### src/rtl/pc_sequencer.sv
// pc_sequencer: fetch PC sequencing (boot, increment, redirect, stall, irq, halt); optional PC_SEQUENCER_WRAP_TRAP_EN halts on increment past 16'hFFFF
module pc_sequencer #(
  parameter logic [15:0] RESET_VEC   = 16'h0000,
  parameter logic [15:0] IRQ_VEC     = 16'h0004,
  parameter int          BOOT_CYCLES = 4
) (
  input  logic        clk,
  input  logic        reset,
  input  logic [15:0] pcout,
  input  logic        hazard_stall,
  input  logic        branch_taken,
  input  logic [15:0] branch_target,
  input  logic        jump,
  input  logic [15:0] jump_target,
  input  logic        irq,
  input  logic        iret,
  input  logic        halt_instr,
  output logic [15:0] pcnext,
  output logic        Fstall,
  output logic        Dflush,
  output logic        irq_ack,
  output logic [15:0] epc,
  output logic        in_isr,
  output logic        halted
);
  localparam logic [1:0] BOOT = 2'd0, RUN = 2'd1, HALT = 2'd2;
  logic [1:0]  state;
  logic [15:0] cnt;
  logic        run, take_iret, take_irq, redirect, trap;
  // Next-PC arbitration; flush of any redirect overrides a hazard stall
  always_comb begin
    run       = !reset && state == RUN;
    take_iret = iret && in_isr;
    take_irq  = irq && !in_isr;
    redirect  = take_iret || take_irq || branch_taken || jump;
`ifdef PC_SEQUENCER_WRAP_TRAP_EN
    trap      = run && !halt_instr && !redirect && !hazard_stall && pcout == 16'hFFFF;
`else
    trap      = 1'b0;
`endif
    pcnext    = (reset || state == BOOT) ? RESET_VEC :
                (state != RUN || halt_instr) ? pcout :
                take_iret ? epc :
                take_irq ? IRQ_VEC :
                branch_taken ? branch_target :
                jump ? jump_target :
                (hazard_stall || trap) ? pcout : pcout + 16'd1;
    Fstall    = !reset && (state == HALT || (run && (halt_instr || (!redirect && hazard_stall))));
    Dflush    = reset || state != RUN || halt_instr || redirect;
    irq_ack   = run && !halt_instr && take_irq;
    halted    = !reset && state == HALT;
  end
  // Boot countdown, halt entry and interrupt bookkeeping
  always_ff @(posedge clk) begin
    if (reset) begin
      state  <= BOOT;
      cnt    <= 16'(BOOT_CYCLES - 1);
      epc    <= 16'h0000;
      in_isr <= 1'b0;
    end else if (state == BOOT) begin
      cnt <= cnt - 16'd1;
      if (cnt == 16'd0) state <= RUN;
    end else if (run) begin
      if (halt_instr || trap) state <= HALT;
      else if (take_iret) in_isr <= 1'b0;
      else if (take_irq) begin
        in_isr <= 1'b1;
        epc    <= branch_taken ? branch_target : jump ? jump_target : pcout;
      end
    end
  end
endmodule

### config.mk
export PLATFORM = sky130hd
export DESIGN_NAME = pc_sequencer
export DESIGN_NICKNAME = d
export VERILOG_FILES = /design/src/rtl/pc_sequencer.sv
export SDC_FILE = /design/constraint.sdc
export NUM_CORES = 1
export LEC_CHECK = 0
export ABC_AREA = 1
export BUFFER_PORTS_ARGS = -buffer_cell sky130_fd_sc_hd__buf_2
export CAP_MARGIN = 20
export CORE_UTILIZATION = 55
export CTS_BUF_LIST = sky130_fd_sc_hd__clkbuf_8
export DETAILED_ROUTE_END_ITERATION = 7
export GPL_ROUTABILITY_DRIVEN = 0
export GPL_TIMING_DRIVEN = 1
export PLACE_DENSITY = 0.86
export RECOVER_POWER = 50
export SETUP_SLACK_MARGIN = 0.3
export SLEW_MARGIN = 30
export SYNTH_ARGS = -nofsm -noshare
export SYNTH_HDL_FRONTEND = slang
export SYNTH_SLANG_ARGS = --single-unit
### constraint.sdc
create_clock -name clk -period 2.4 [get_ports clk]
set_input_delay 0.12 -clock clk [delete_from_list [all_inputs] [get_ports clk]]
set_output_delay 0.12 -clock clk [all_outputs]
set_load 0.02 [all_outputs]
==> out/results.md <==
| Group | Quantity | This run |
| --- | --- | --- |
| grt | Vias in the first global route | 3089 |
| worst setup path | Critical path type | flip-flop to flip-flop |
| hold path | Hold path startpoint | branch_target[13] |
| worst setup path | Endpoint of the most critical register-to-register path | cnt[13] |
| floorplan | Die Y | 72.60 um |
| logic synthesis | Register area share after synthesis | 25.56% |
| sta | Final clock period utilization by the worst path | 83.72% |
| floorplan | DIE AREA | 5271 um^2 |
| power and ir drop | PwrDens | 545.4 nW/um^2 |
| sta | Worst-Margin Slew | 857.2 ps |
| final layout | Filler Cells Inserted | 482 |
| final layout | Layout cells sized above 1 | 19.27% |
| sta | Max Clk Rate | 0.4977 GHz |
| power and ir drop | Peak supply drop | 0.0002548 V |
| route | Number of vias per cell after detailed routing | 5.650 |
| final layout | Area taken by multi-input logic gates | 1774 um^2 |
| clock network | Root buf cell | sky130_fd_sc_hd__clkbuf_8 |
| route | Final routed wire length divided by cell count | 13.80 um |
| route | Violation count after the first detailed-route iteration | 218 |
| final layout | Post-route non-filler standard cell count | 612 |
| grt | Number of antenna violations at the first check in global routing | 0 |
| worst setup path | Critical path required time | 2550 ps |
| floorplan | Cell row count | 25 |
| worst setup path | Top cell by count, worst path | sky130_fd_sc_hd__nor2_1 |
| logic synthesis | Most numerous cell in the Yosys netlist | sky130_fd_sc_hd__nand2_1 |
| route | Antenna violation net count after detailed routing | 0 |
| worst setup path | Element type at the critical path end | flip-flop |
| route | First-pass iteration count of the detailed router | 6 |
| sta | Unrepaired setup endpoints after global routing | true |
| clock network | TritonCTS clock tree | done |
| worst setup path | Startpoint type of the worst setup path | flip-flop |
| logic synthesis | Post-synthesis cell area | 2741 um^2 |
| sta | Minimum clock period after layout | 2009 ps |
| floorplan | Effective utilization at floorplan | 57.66% |
| grt | Met3 Usage GRT | 3.039% |
| logic synthesis | Top area cells in the synthesized netlist | sky130_fd_sc_hd__dfxtp_1 26%, sky130_fd_sc_hd__nand2_1 15%, sky130_fd_sc_hd__a21oi_1 11% |
| sta | Final setup violation count | 0 |
| worst setup path | Number of cells on the worst reg-to-reg path | 9 |
| clock network | H-tree depth | 2 |
| power and ir drop | Leakage | 1.631 nW |
| final layout | # diodes | 0 |
| clock network | Max clock buf depth | 2 |
| grt | Remaining global-route overflow | 0 |
| worst setup path | Register-to-Register Setup Slack | 390 ps |
| floorplan | Core area | 4755 um^2 |
| clock network | Clock latency of the later-clocked register in the worst-skew pair | 290 ps |
| logic synthesis | Post-synth top area cell | sky130_fd_sc_hd__dfxtp_1 |
| logic synthesis | Number of enable flip-flop cells after synthesis | 0 |
| grt | All-layer global routing usage | 33.21% |
| sta | Final count of pins violating max slew | 0 |
| clock network | Count of clock tree sinks | 35 |
| logic synthesis | Number of distinct standard cells referenced by the synthesized netlist | 40 |
| route | Total routed wirelength | 8.443 mm |
| clock network | Number of gates resized after CTS | 0 |
| final layout | Register Area | 700.7 um^2 |
| clock network | Setup Fix Bufs, Post-CTS | 0 |
| route | Number of vias in the routed layout | 3458 |
| worst setup path | Critical path fanouts, max | 9 |
| final layout | Area growth from synthesis to layout | 21.13% |
| run status | Result of the run | complete, no violations |
| grt | Met1 global-route usage | 43.65% |
| logic synthesis | Commonest register cell after synthesis | sky130_fd_sc_hd__dfxtp_1 |
| logic synthesis | Mean Syn Cell Area | 5.999 um^2 |
| final layout | Number of nets at the end of the flow | 603 |
| grt | Met2 demand-to-capacity share in global routing | 56.59% |
| sta | Final-layout setup total negative slack | 0 ps |
| worst setup path | Critical Path AT | 2160 ps |
| floorplan | Ports | 93 |
| logic synthesis | Yosys top cell area share | 25.56% |
| clock network | Num CTS Buffers | 5 |
| grt | Layer with the highest usage after global routing | met2 |
| grt | First-pass GRT wire length | 13.78 mm |
| worst setup path | Slowest cell on the critical path | sky130_fd_sc_hd__nor2_1 |
| job | Total of max-cap violations | 0 |
| placed design | Placed Instances | 604 |
| hold path | Min-Delay Endpoint | epc[13] |
| clock network | Hold-fix buffers, CTS | 0 |
| route | Residual DRC count | 0 |
| worst setup path | Critical path, cell by cell | nor2_1 > nand2_1 > nor2_4 > nand2_4 > nor2_8 > nand2_1 > nor2_1 > xnor2_1 > nor2_1 |
| logic synthesis | Ys Warns | 0 |
| logic synthesis | Syn nets | 516 |
| sta | Setup slack of the critical path after layout | 390.7 ps |
| sta | Final count of hold timing violations | 0 |
| placed design | DP Wirelength | 6.490 mm |
| logic synthesis | Top cells by count, synth | 106 x sky130_fd_sc_hd__nand2_1, 61 x sky130_fd_sc_hd__a21oi_1, 52 x sky130_fd_sc_hd__nor2_1, 49 x sky130_fd_sc_hd__o21ai_0, 39 x sky130_fd_sc_hd__inv_1 |
| hold path | Hold depth | 3 |
| sta | Maximum clock skew at final layout | 4.261 ps |
| logic synthesis | Count of state elements after synthesis | 35 |
| worst setup path | Slowest Stage Delay on Critical Path | 490 ps |
| worst setup path | Critical Path Source | state[1] |
| floorplan | Die Span X | 72.60 um |
| placed design | Number of port buffers | 92 |
| logic synthesis | FFs w/ async S/R, synth | 0% |
| sta | Slew Limit Headroom | 42.85% |
| hold path | Min-delay worst type | input port to flip-flop |
| grt | Largest net degree at the start of global routing | 30 |
| clock network | Clk slew on worst S/H paths | 80 ps |
| worst setup path | Source of the worst register-to-register timing path | state[1] |
| logic synthesis | Synth Instances | 457 |
| placed design | Setup slack after placement | 604.3 ps |
==> power breakdown <==
part           total [mW]  switching, mW  leakage (nW)  internal [mW]
logic               0.578          0.377          1.29          0.201
registers           0.670         0.0374         0.283          0.633
clock network       0.563          0.227        0.0612          0.336
total                1.81          0.641          1.63           1.17
==> kinds of logic (layout without fill, tap and decap cells) <==
family,Yosys count,count (layout),share of synthesized area (%)
AND/OR/NAND/NOR,220,220,36.06
AO/OA/AOI/OAI,131,131,25.29
buffers and inverters,60,148,8.945
flip-flops,35,35,25.56
multiplexers,5,5,1.826
adder cells (fa/ha/maj),3,3,1.369
XOR/XNOR,3,3,0.9586
==> stage by stage <==
step,total power [mW],hold WS [ps],cell area [um^2],utilization [%]
3_3_place_gp,1.245,400.7,3247,68.29
3_5_place_dp,1.265,409.0,3247,68.29
6_report,1.811,108.2,3321,69.84
2_1_floorplan,1.091,271.2,2741,-
4_1_cts,1.825,100.7,3364,70.76
5_1_grt,1.927,111.8,3321,69.84
==> per-layer routing <==
layer,wire length (um),vias up
li1,-,1707
met1,3476,1559
met2,4078,178
met3,734,14
met4,154,0
met5,0,-
==> flip-flops by register name, indices dropped and copies added, names as in the netlist <==
name	flops
cnt	16
state	2
in_isr	1
epc	16
==> critical path, delay by kind of cell (launching register included) <==
| family | cells | cell delay, ps |
|---|---|---|
| XOR/XNOR | 1 | 130 |
| flip-flops | 1 | 360 |
| AND/OR/NAND/NOR | 8 | 1370 |
==> how the worst max path moves through the flow <==
stage / slack, ps / to / cells after the start
after floorplan: 720 / pcnext[10] / 6
after global routing: 210 / irq_ack / 7
after detailed placement: 600 / pcnext[12] / 11
final: 390 / cnt[13] / 9
after CTS: 340 / pcnext[11] / 6
after global placement: 640 / pcnext[12] / 11
==> layout make-up <==
cell class,instances,share of cell area [%]
clock buffers,6,2.487
repair buffers,99,14.73
clock inverters,2,1.055
multi-input cells,362,53.43
well taps,67,2.524
inverters,41,4.672
flip-flops and latches,35,21.10
==> placed cells by master, fill, tap and decap left out, types with 6 or more instances in the layout <==
master                     count
sky130_fd_sc_hd__nand3_1      32
sky130_fd_sc_hd__buf_2        73
sky130_fd_sc_hd__clkbuf_1     19
sky130_fd_sc_hd__nor2_1       54
sky130_fd_sc_hd__a21oi_1      61
sky130_fd_sc_hd__buf_4         7
sky130_fd_sc_hd__clkbuf_8      6
sky130_fd_sc_hd__or2_2         6
sky130_fd_sc_hd__o21ai_0      49
sky130_fd_sc_hd__dfxtp_1      35
sky130_fd_sc_hd__a31oi_1       7
sky130_fd_sc_hd__nand2_1     108
sky130_fd_sc_hd__inv_1        39
Note: power is estimated with default switching activity, not from simulation.
